`src/rtl/snoop_bus_arbiter_if.sv`:
```
// snoop_bus_arbiter_if: request, snoop-response and memory signals of the shared snooping bus.
interface snoop_bus_arbiter_if #(
    parameter int NUM_CPUS = 4,
    parameter int CPU_ID_W = 2,
    parameter int ADDR_W   = 16
);
    logic [NUM_CPUS-1:0]        req;
    logic [2*NUM_CPUS-1:0]      req_op;
    logic [ADDR_W*NUM_CPUS-1:0] req_addr;
    logic [NUM_CPUS-1:0]        grant;
    logic [NUM_CPUS-1:0]        done;
    logic [1:0]                 bus_acao;
    logic [ADDR_W-1:0]          bus_addr;
    logic [CPU_ID_W-1:0]        bus_src;
    logic [NUM_CPUS-1:0]        snoop_wb;
    logic [NUM_CPUS-1:0]        snoop_abort;
    logic                       mem_req;
    logic                       mem_we;
    logic                       mem_ready;
    logic                       busy;
    logic                       proto_err;
    modport master (
        input  req, req_op, req_addr, snoop_wb, snoop_abort, mem_ready,
        output grant, done, bus_acao, bus_addr, bus_src, mem_req, mem_we, busy, proto_err
    );
    modport slave (
        output req, req_op, req_addr, snoop_wb, snoop_abort, mem_ready,
        input  grant, done, bus_acao, bus_addr, bus_src, mem_req, mem_we, busy, proto_err
    );
endinterface

```
`src/rtl/snoop_bus_arbiter.sv`:
```
// snoop_bus_arbiter: round-robin owner selection, one-cycle coherence broadcast, writeback/retry and memory access.
module snoop_bus_arbiter #(
    parameter int NUM_CPUS = 4,
    parameter int CPU_ID_W = 2,
    parameter int ADDR_W   = 16
) (
    input logic clock,
    input logic reset,
    snoop_bus_arbiter_if.master bus
);
    typedef enum logic [2:0] {IDLE, BCAST, SNOOP, WB, MEM, DONE} state_t;
    state_t state;
    logic [1:0] op;
    logic [CPU_ID_W-1:0] rr_ptr, pick;
    logic pick_ok;
    logic [NUM_CPUS-1:0] elig, hit, bad;
    for (genvar i = 0; i < NUM_CPUS; i++) begin : g_elig
        assign elig[i] = bus.req[i] && bus.req_op[2*i +: 2] != 2'b11;
    end
    // The owner's own snoop bits describe its own cache and never force a writeback.
    assign hit = bus.snoop_abort & ~bus.grant;
    assign bad = (bus.snoop_wb ^ bus.snoop_abort) & ~bus.grant;
    // Walk downwards so the eligible requester closest to rr_ptr wins.
    always_comb begin
        pick_ok = 1'b0;
        pick    = '0;
        for (int k = NUM_CPUS - 1; k >= 0; k--) begin
            if (elig[(int'(rr_ptr) + k) % NUM_CPUS]) begin
                pick_ok = 1'b1;
                pick    = CPU_ID_W'((int'(rr_ptr) + k) % NUM_CPUS);
            end
        end
    end
    always_ff @(posedge clock) begin
        if (reset) begin
            state         <= IDLE;
            op            <= 2'b11;
            rr_ptr        <= '0;
            bus.grant     <= '0;
            bus.done      <= '0;
            bus.bus_acao  <= 2'b11;
            bus.bus_addr  <= '0;
            bus.bus_src   <= '0;
            bus.mem_req   <= 1'b0;
            bus.mem_we    <= 1'b0;
            bus.busy      <= 1'b0;
            bus.proto_err <= 1'b0;
        end else begin
            case (state)
                IDLE: if (pick_ok) begin
                    state        <= BCAST;
                    op           <= bus.req_op[2*pick +: 2];
                    bus.bus_acao <= bus.req_op[2*pick +: 2];
                    bus.bus_addr <= bus.req_addr[ADDR_W*pick +: ADDR_W];
                    bus.bus_src  <= pick;
                    bus.grant    <= NUM_CPUS'(1) << pick;
                    bus.busy     <= 1'b1;
                end
                BCAST: begin
                    state        <= SNOOP;
                    bus.bus_acao <= 2'b11;
                end
                SNOOP: begin
                    if (|bad) bus.proto_err <= 1'b1;
                    if (|hit) begin
                        state       <= WB;
                        bus.mem_req <= 1'b1;
                        bus.mem_we  <= 1'b1;
                    end else if (op == 2'b01) begin
                        state    <= DONE;
                        bus.done <= bus.grant;
                    end else begin
                        state       <= MEM;
                        bus.mem_req <= 1'b1;
                    end
                end
                // Dirty line is now in memory: replay the same action so snoopers re-evaluate.
                WB: if (bus.mem_ready) begin
                    state        <= BCAST;
                    bus.mem_req  <= 1'b0;
                    bus.mem_we   <= 1'b0;
                    bus.bus_acao <= op;
                end
                MEM: if (bus.mem_ready) begin
                    state       <= DONE;
                    bus.mem_req <= 1'b0;
                    bus.done    <= bus.grant;
                end
                DONE: begin
                    state     <= IDLE;
                    bus.done  <= '0;
                    bus.grant <= '0;
                    bus.busy  <= 1'b0;
                    rr_ptr    <= bus.bus_src == CPU_ID_W'(NUM_CPUS - 1) ? '0 : bus.bus_src + 1'b1;
                end
                default: state <= IDLE;
            endcase
        end
    end
endmodule

```
`src/flat_wrapper.sv`:
```
// flat-port wrapper written by rule: the top's interface ports become plain ports
module snoop_bus_arbiter_flat 
#(
    parameter int NUM_CPUS = 4,
    parameter int CPU_ID_W = 2,
    parameter int ADDR_W   = 16
)
  (clock, reset, bus_req, bus_req_op, bus_req_addr, bus_snoop_wb, bus_snoop_abort, bus_mem_ready, bus_grant, bus_done, bus_bus_acao, bus_bus_addr, bus_bus_src, bus_mem_req, bus_mem_we, bus_busy, bus_proto_err);
  snoop_bus_arbiter_if #(.NUM_CPUS(NUM_CPUS), .CPU_ID_W(CPU_ID_W), .ADDR_W(ADDR_W)) bus_i ();
  input logic clock;
  input logic reset;
  input wire logic [$bits(bus_i.req)-1:0] bus_req;
  input wire logic [$bits(bus_i.req_op)-1:0] bus_req_op;
  input wire logic [$bits(bus_i.req_addr)-1:0] bus_req_addr;
  input wire logic [$bits(bus_i.snoop_wb)-1:0] bus_snoop_wb;
  input wire logic [$bits(bus_i.snoop_abort)-1:0] bus_snoop_abort;
  input wire logic [$bits(bus_i.mem_ready)-1:0] bus_mem_ready;
  output wire logic [$bits(bus_i.grant)-1:0] bus_grant;
  output wire logic [$bits(bus_i.done)-1:0] bus_done;
  output wire logic [$bits(bus_i.bus_acao)-1:0] bus_bus_acao;
  output wire logic [$bits(bus_i.bus_addr)-1:0] bus_bus_addr;
  output wire logic [$bits(bus_i.bus_src)-1:0] bus_bus_src;
  output wire logic [$bits(bus_i.mem_req)-1:0] bus_mem_req;
  output wire logic [$bits(bus_i.mem_we)-1:0] bus_mem_we;
  output wire logic [$bits(bus_i.busy)-1:0] bus_busy;
  output wire logic [$bits(bus_i.proto_err)-1:0] bus_proto_err;
  assign bus_i.req = bus_req;
  assign bus_i.req_op = bus_req_op;
  assign bus_i.req_addr = bus_req_addr;
  assign bus_i.snoop_wb = bus_snoop_wb;
  assign bus_i.snoop_abort = bus_snoop_abort;
  assign bus_i.mem_ready = bus_mem_ready;
  assign bus_grant = bus_i.grant;
  assign bus_done = bus_i.done;
  assign bus_bus_acao = bus_i.bus_acao;
  assign bus_bus_addr = bus_i.bus_addr;
  assign bus_bus_src = bus_i.bus_src;
  assign bus_mem_req = bus_i.mem_req;
  assign bus_mem_we = bus_i.mem_we;
  assign bus_busy = bus_i.busy;
  assign bus_proto_err = bus_i.proto_err;
  snoop_bus_arbiter #(.NUM_CPUS(NUM_CPUS), .CPU_ID_W(CPU_ID_W), .ADDR_W(ADDR_W)) u_core (.clock(clock), .reset(reset), .bus(bus_i));
endmodule
```
`config.mk`:
```
export PLATFORM = sky130hd
export DESIGN_NAME = snoop_bus_arbiter_flat
export DESIGN_NICKNAME = d
export VERILOG_FILES = /design/src/rtl/snoop_bus_arbiter_if.sv /design/src/rtl/snoop_bus_arbiter.sv /design/src/flat_wrapper.sv
export SDC_FILE = /design/constraint.sdc
export NUM_CORES = 1
export LEC_CHECK = 0
export CAP_MARGIN = 20
export CORE_MARGIN = 1.5
export CORE_UTILIZATION = 40
export DETAILED_ROUTE_END_ITERATION = 10
export GPL_TIMING_DRIVEN = 0
export PLACE_DENSITY_LB_ADDON = 0.12
export SYNTH_ARGS = -nofsm -noshare
export SYNTH_HDL_FRONTEND = slang
export SYNTH_SLANG_ARGS = --single-unit
```
`constraint.sdc`:
```
create_clock -name clock -period 5.7 [get_ports clock]
set_clock_uncertainty 0.1 [all_clocks]
set_input_delay 0.855 -clock clock [delete_from_list [all_inputs] [get_ports clock]]
set_output_delay 0.855 -clock clock [all_outputs]
set_load 0.1 [all_outputs]
```
Yosys cells after proc, flatten, opt, wreduce, memory -nomap -nowiden
Cells that the tools add are included.
Widths: inputs -> output; s select.

cells by class
  add/sub/neg operators = 4
  multiply operators = 0
  div/mod/pow operators = 0
  magnitude comparators = 4
  eq/ne operators = 19
  shifts and indexed selects = 3
  multiplexer cells = 43
  bitwise operators = 7
  reductions and logical operators = 24

operators with widths
  kind                number
  $shiftx 64x7->16    1
  $mux 1              17
  $mux 4              4
  $pmux 3 s5          1
  $mux 2              7
  $ne 2x2->1 const B  7
  $lt 3x4->1 const B  3
  $mux 3              4
  $pmux 4 s3          1
  $reduce_and 3->1    4
  $and 4x4->4         2
  $bmux 1 s2          4
  $ne 2x1->1 const B  4
  $pmux 4 s2          1
  $reduce_or 2->1     4
  $reduce_or 4->1     2
  $shiftx 8x4->2      1
  $eq 3x2->1 const B  2
  $eq 3x3->1 const B  2
  $pmux 1 s2          3
  $pmux 2 s3          1
  $reduce_and 2->1    3
  $reduce_bool 2->1   3
  $reduce_bool 3->1   2
  14 further kinds    21

storage, ports and cells
  register bits = 39
  latch bits = 0
  bits in writable memories = 0
  bits in read-only memories = 0
  input bits = 87
  output and inout bits = 32
  logic and storage cells = 116
  memories = 0

Depth between registers and ports, before layout
Gate-level depths: netlist (run 1).

  depth in word-level cells = 13
  mapped depth = 8
  mapped depth without buffers = 6

Worst setup path before layout (run 1)
Ideal clock, no wire load.

  path kind = input port to flip-flop
  from = input bus_req[2]
  to = register u_core.op[1]
  setup time = 114 ps
  arrival time = 2,396 ps
  data required time = 5,486 ps
  slack = 3,090 ps
  stages = 6
  path buffers = 1
  path through = a21boi_0 -> a31o_1 -> and2_4 -> buf_6 -> mux4_2 -> a21bo_1

between the ends
  longest elaborated chain between the ends = 9
  elaborated cells between the ends (all ways) = 22
  those cells by class = 1 x shift; 19 x mux; 2 x reduce/logical

ends and longest elaborated chain
  what                                                       line                     text
  start, declared                                            flat_wrapper.sv:12       input wire logic [$bits(bus_i.req)-1:0] bus_req;
  $logic_and 1x1->1 *                                        snoop_bus_arbiter.sv:18  assign elig[i] = bus.req[i] && bus.req_op[2*i +: 2] != 2'b11;
  $bmux 1 s2                                                 snoop_bus_arbiter.sv:28  if (elig[(int'(rr_ptr) + k) % NUM_CPUS]) begin
  $mux 1 (not written as such) (2 in series)                 snoop_bus_arbiter.sv:28
  $mux 2 / $mux 1 (equally long branches) (4 in series)      snoop_bus_arbiter.sv:28
  $shiftx 8x4->2 / $reduce_and 2->1 (equally long branches)  -
  end signal, assigned                                       snoop_bus_arbiter.sv:52  op <= bus.req_op[2*pick +: 2];
  end, declared                                              snoop_bus_arbiter.sv:13  logic [1:0] op;

Mark *: on every way between the ends. The rest lies on a longest branch, timed or not. The select of a mux whose other input is x is not followed.
A chain may end at the register's enable or synchronous reset.

Worst setup path in the final report (run 1)
  from = input bus_req_op[5]
  to = register u_core.bus.bus_addr[10]

between the ends
  longest elaborated chain between the ends = 10
  elaborated cells between the ends (all ways) = 23
  those cells by class = 1 x eq/ne; 1 x shift; 19 x mux; 2 x reduce/logical

ends and longest elaborated chain
  what                                                         line                        text
  start, declared                                              flat_wrapper.sv:13          input wire logic [$bits(bus_i.req_op)-1:0] bus_req_op;
  $ne 2x2->1 *                                                 snoop_bus_arbiter.sv:18
  $logic_and 1x1->1 *                                          snoop_bus_arbiter.sv:18
  $bmux 1 s2                                                   snoop_bus_arbiter.sv:28
  $mux 1 (not written as such) (2 in series)                   snoop_bus_arbiter.sv:28
  $mux 2 / $mux 1 (equally long branches) (4 in series)        snoop_bus_arbiter.sv:28
  $shiftx 64x7->16 / $reduce_and 2->1 (equally long branches)  -
  end signal, assigned                                         snoop_bus_arbiter.sv:54     bus.bus_addr <= bus.req_addr[ADDR_W*pick +: ADDR_W];
  end, declared                                                snoop_bus_arbiter_if.sv:24  output grant, done, bus_acao, bus_addr, bus_src, mem_req, mem_we, busy, proto_err

Marks and branches as above.

==> results of run 1 <==
-- area by class of cell --
cell class	count	share of cell area, %
plain buffers	21	3.06
clock buffers	5	1.85
clock inverters	3	1.18
inverters	4	0.403
multi-input cells	212	38.4
flip-flops and latches	39	21.0
well taps	72	2.42
repair buffers	118	31.7
-- state kept, by name, summed over array words and instances, names as in the netlist, 2 cells and up --
name                 count
u_core.bus.bus_src       2
u_core.bus.bus_acao      2
u_core.rr_ptr            2
u_core.state             3
u_core.op                2
u_core.bus.grant         4
u_core.bus.bus_addr     16
u_core.bus.done          4
-- worst max-delay path: cells and delay by family --
family          cells  cell delay [ns]
compound gates      4             1.39
buf+inv             2             1.03
-- routing by layer --
metal	global-route usage, %	up-vias
met3	8.57	7
met4	4.91	0
met5	0	-
li1	-	1262
met1	27.1	1172
met2	39.8	115
-- metrics by stage --
| stage | cell area [µm²] | setup WS (ns) | hold WS, ns | total power (W) | std cells |
|---|---|---|---|---|---|
| 4_1_cts | 3720 | 2.60 | 0.365 | 0.00123 | 474 |
| 6_report | 3720 | 2.53 | 0.362 | 0.00123 | 474 |
| 3_3_place_gp | 3610 | 2.32 | 0.338 | 0.000995 | 466 |
| 3_5_place_dp | 3610 | 2.29 | 0.353 | 0.00100 | 466 |
| 5_1_grt | 3720 | 2.34 | 0.399 | 0.00129 | 474 |
| 2_1_floorplan | 2340 | 3.09 | 0.442 | 0.000811 | 276 |
-- cell usage after synthesis, drive strengths merged (7+ instances only) --
library cell | count | area, µm²
a21oi | 17 | 85.1
mux2 | 14 | 158
nor2 | 26 | 97.6
buf | 7 | 50.1
dfxtp | 39 | 781
a221oi | 16 | 140
o21ai | 9 | 45.0
nand2 | 37 | 139
a211oi | 21 | 163
clkbuf | 14 | 63.8
a21boi | 8 | 71.3
nor2b | 8 | 50.1
-- final timing paths --
check	endpoint	start
worst max-delay path	u_core.bus.bus_addr[10]	bus_req_op[5]
worst min-delay path	u_core.bus.proto_err	u_core.bus.proto_err
worst max register to register	u_core.op[1]	u_core.rr_ptr[1]
worst min register to register	u_core.bus.proto_err	u_core.bus.proto_err
-- logic make-up after synthesis --
| kind of cell | Yosys count |
|---|---|
| AO/OA/AOI/OAI | 90 |
| XOR/XNOR | 4 |
| adder cells (fa/ha/maj) | 1 |
| buffers and inverters | 25 |
| flip-flops | 39 |
| multiplexers | 22 |
| AND/OR/NAND/NOR | 95 |
-- power by group through the flow --
stage               logic [W]  registers, W  clock network [W]
floorplan            0.000190      0.000621                  0
global placement     0.000646      0.000349                  0
detailed placement   0.000650      0.000351                  0
CTS                  0.000652      0.000345           0.000237
global route         0.000689      0.000350           0.000250
finish               0.000649      0.000345           0.000232
==> reports/metrics.yaml, run 1 <==
run_status:
  status: "finished clean"
critical_path:
  worstSetupPathType: "primary input to flip-flop"
  path_cells: "clkdlybuf4s50_1 > a21boi_0 > o31ai_1 > clkbuf_1 > a221oi_1 > a211oi_1"
  cp_max_fo: 10
  r2r_cells: 7
  endpoint_kind: "flip-flop"
  start_kind: "primary input"
  cp_data_arrival_time_ns: 3.28
  timing.reg2reg.setup_slack_ns: 3.46
  max_stage_delay_ns: 0.74
  cp_slowest_cell: "o31ai_1"
  cp.required_ns: 5.81
yosys:
  async_reset_ff_share_pct: 0
  synth_nets: 364
  ys_types: 45
  ys_dominant_reg_cell: "dfxtp_1"
  muxShareOfSynthArea_pct: 12.3
  synth_compound_area_share_pct: 28.3
  synthCells: 276
  syn-mean-instance-area_um2: 8.47
  synth_xor_area_share_pct: 1.50
  yosysSeqAreaShare_pct: 33.4
  synth-seq-cells: 39
  synth-simple-area-share_pct: 18.5
  synth_fa_ha_area_share_pct: 0.535
  synth_edf_count: 0
  yosys_warnings: 0
  syn_area_mm2: 0.00234
  synth_top_family_by_area: "compound AO/OA/AOI/OAI gates"
global_route:
  grt_overflow: 0
  antenna_found_initial: 0
  grt_max_degree: 14
  track_usage_pct: 23.1
  grt_pass1_vias: 2473
  grt_first_pass_wirelength_um: 11500
pwr:
  clockPowerShare_pct: 18.9
  pwr-share-seq_pct: 28.1
  switchingPower_w: 0.000567
  peakVddDrop_uv: 196
  p_sw_share_pct: 46.3
  leakagePower_nw: 1.38
  power_density_mw_per_mm2: 329
  power.internal_w: 0.000658
  power_frac_comb_pct: 52.9
placement:
  portBuffers: 118
  dp.final_hpwl_um: 5490
  place.gp.congestion: 0.883
floorplan:
  ioPinCount: 119
  die_h_um: 79.5
  core_region_area_mm2: 0.00557
  rows: 27
  initial_core_util_pct: 42.0
  dieArea_mm2: 0.00631
  die_w_um: 79.5
sta:
  hold_viol: 0
  period_needed_ns: 3.17
  slew_viol_final: 0
  fin_setup_tns_ns: 0
  fmax_ghz: 0.315
  rsz0062_at_grt: "false"
  setup_violations: 0
  tightest_slew_ns: 1.02
  fin_crit_sh_pct: 55.7
  relSlewSlack_pct: 32.0
route:
  via_per_inst: 5.39
  totalWireLength_um: 6950
  ant_nets: 0
  post-route-drc-count: 0
  drt-wirelength-per-cell_um: 14.7
  wl_met3_um: 709
  drt-met1-wl_um: 2810
  wl_met2_um: 3350
  num_vias: 2556
  drt_iter0_markers: 144
  routed.top_layer: "met4"
  first_pass_iters: 4
cells_and_area:
  fin_nets: 489
  layout-drive-gt1-share_pct: 8.71
  mostFrequentLayoutCells: "clkdlybuf4s50_1, dfxtp_1, nand2_1"
  layout_commonest_cell: "clkdlybuf4s50_1"
  multi_input_area_mm2: 0.00143
  fill_cells: 491
  seqCellArea_um2: 781
  synthToLayoutAreaGrowth_pct: 59.2
  fin_util_pct: 66.8
  antenna_cells: 0
clocking:
  cts_buffers: 5
  numClockSinks: 39
  clock_latency_ns: 0.29
  cts_tree: "yes"
  path_clk_slew_ns: 0.08
  cts_root_buf: "clkbuf_8"
  cts_buffer_depth: 2
  post_cts_buffers: 0
  cts_resized: 0
  holdBufCountCts: 0
  htree_levels: 2
min_path:
  hold_depth: 2
  hold_class: "flip-flop to flip-flop"
run:
  max_cap_viol_count: 0
(Power assumes the default switching activity.)
==> run 2, diff against run 1 <==
clock period = 3 ns   (was 5.7 ns; I/O delays follow)
==> results of run 2 <==
The final DEF is identical to that of run 1. Status: finished clean.
Main changes from that run: setup slack after placement 2.29 ns -> -0.00605 ns; setup slack after layout 2.53 ns -> 0.232 ns; register-to-register setup slack 3.46 ns -> 0.76 ns; total power 0.00123 W -> 0.00233 W; worst IR drop on VDD 196 µV -> 373 µV
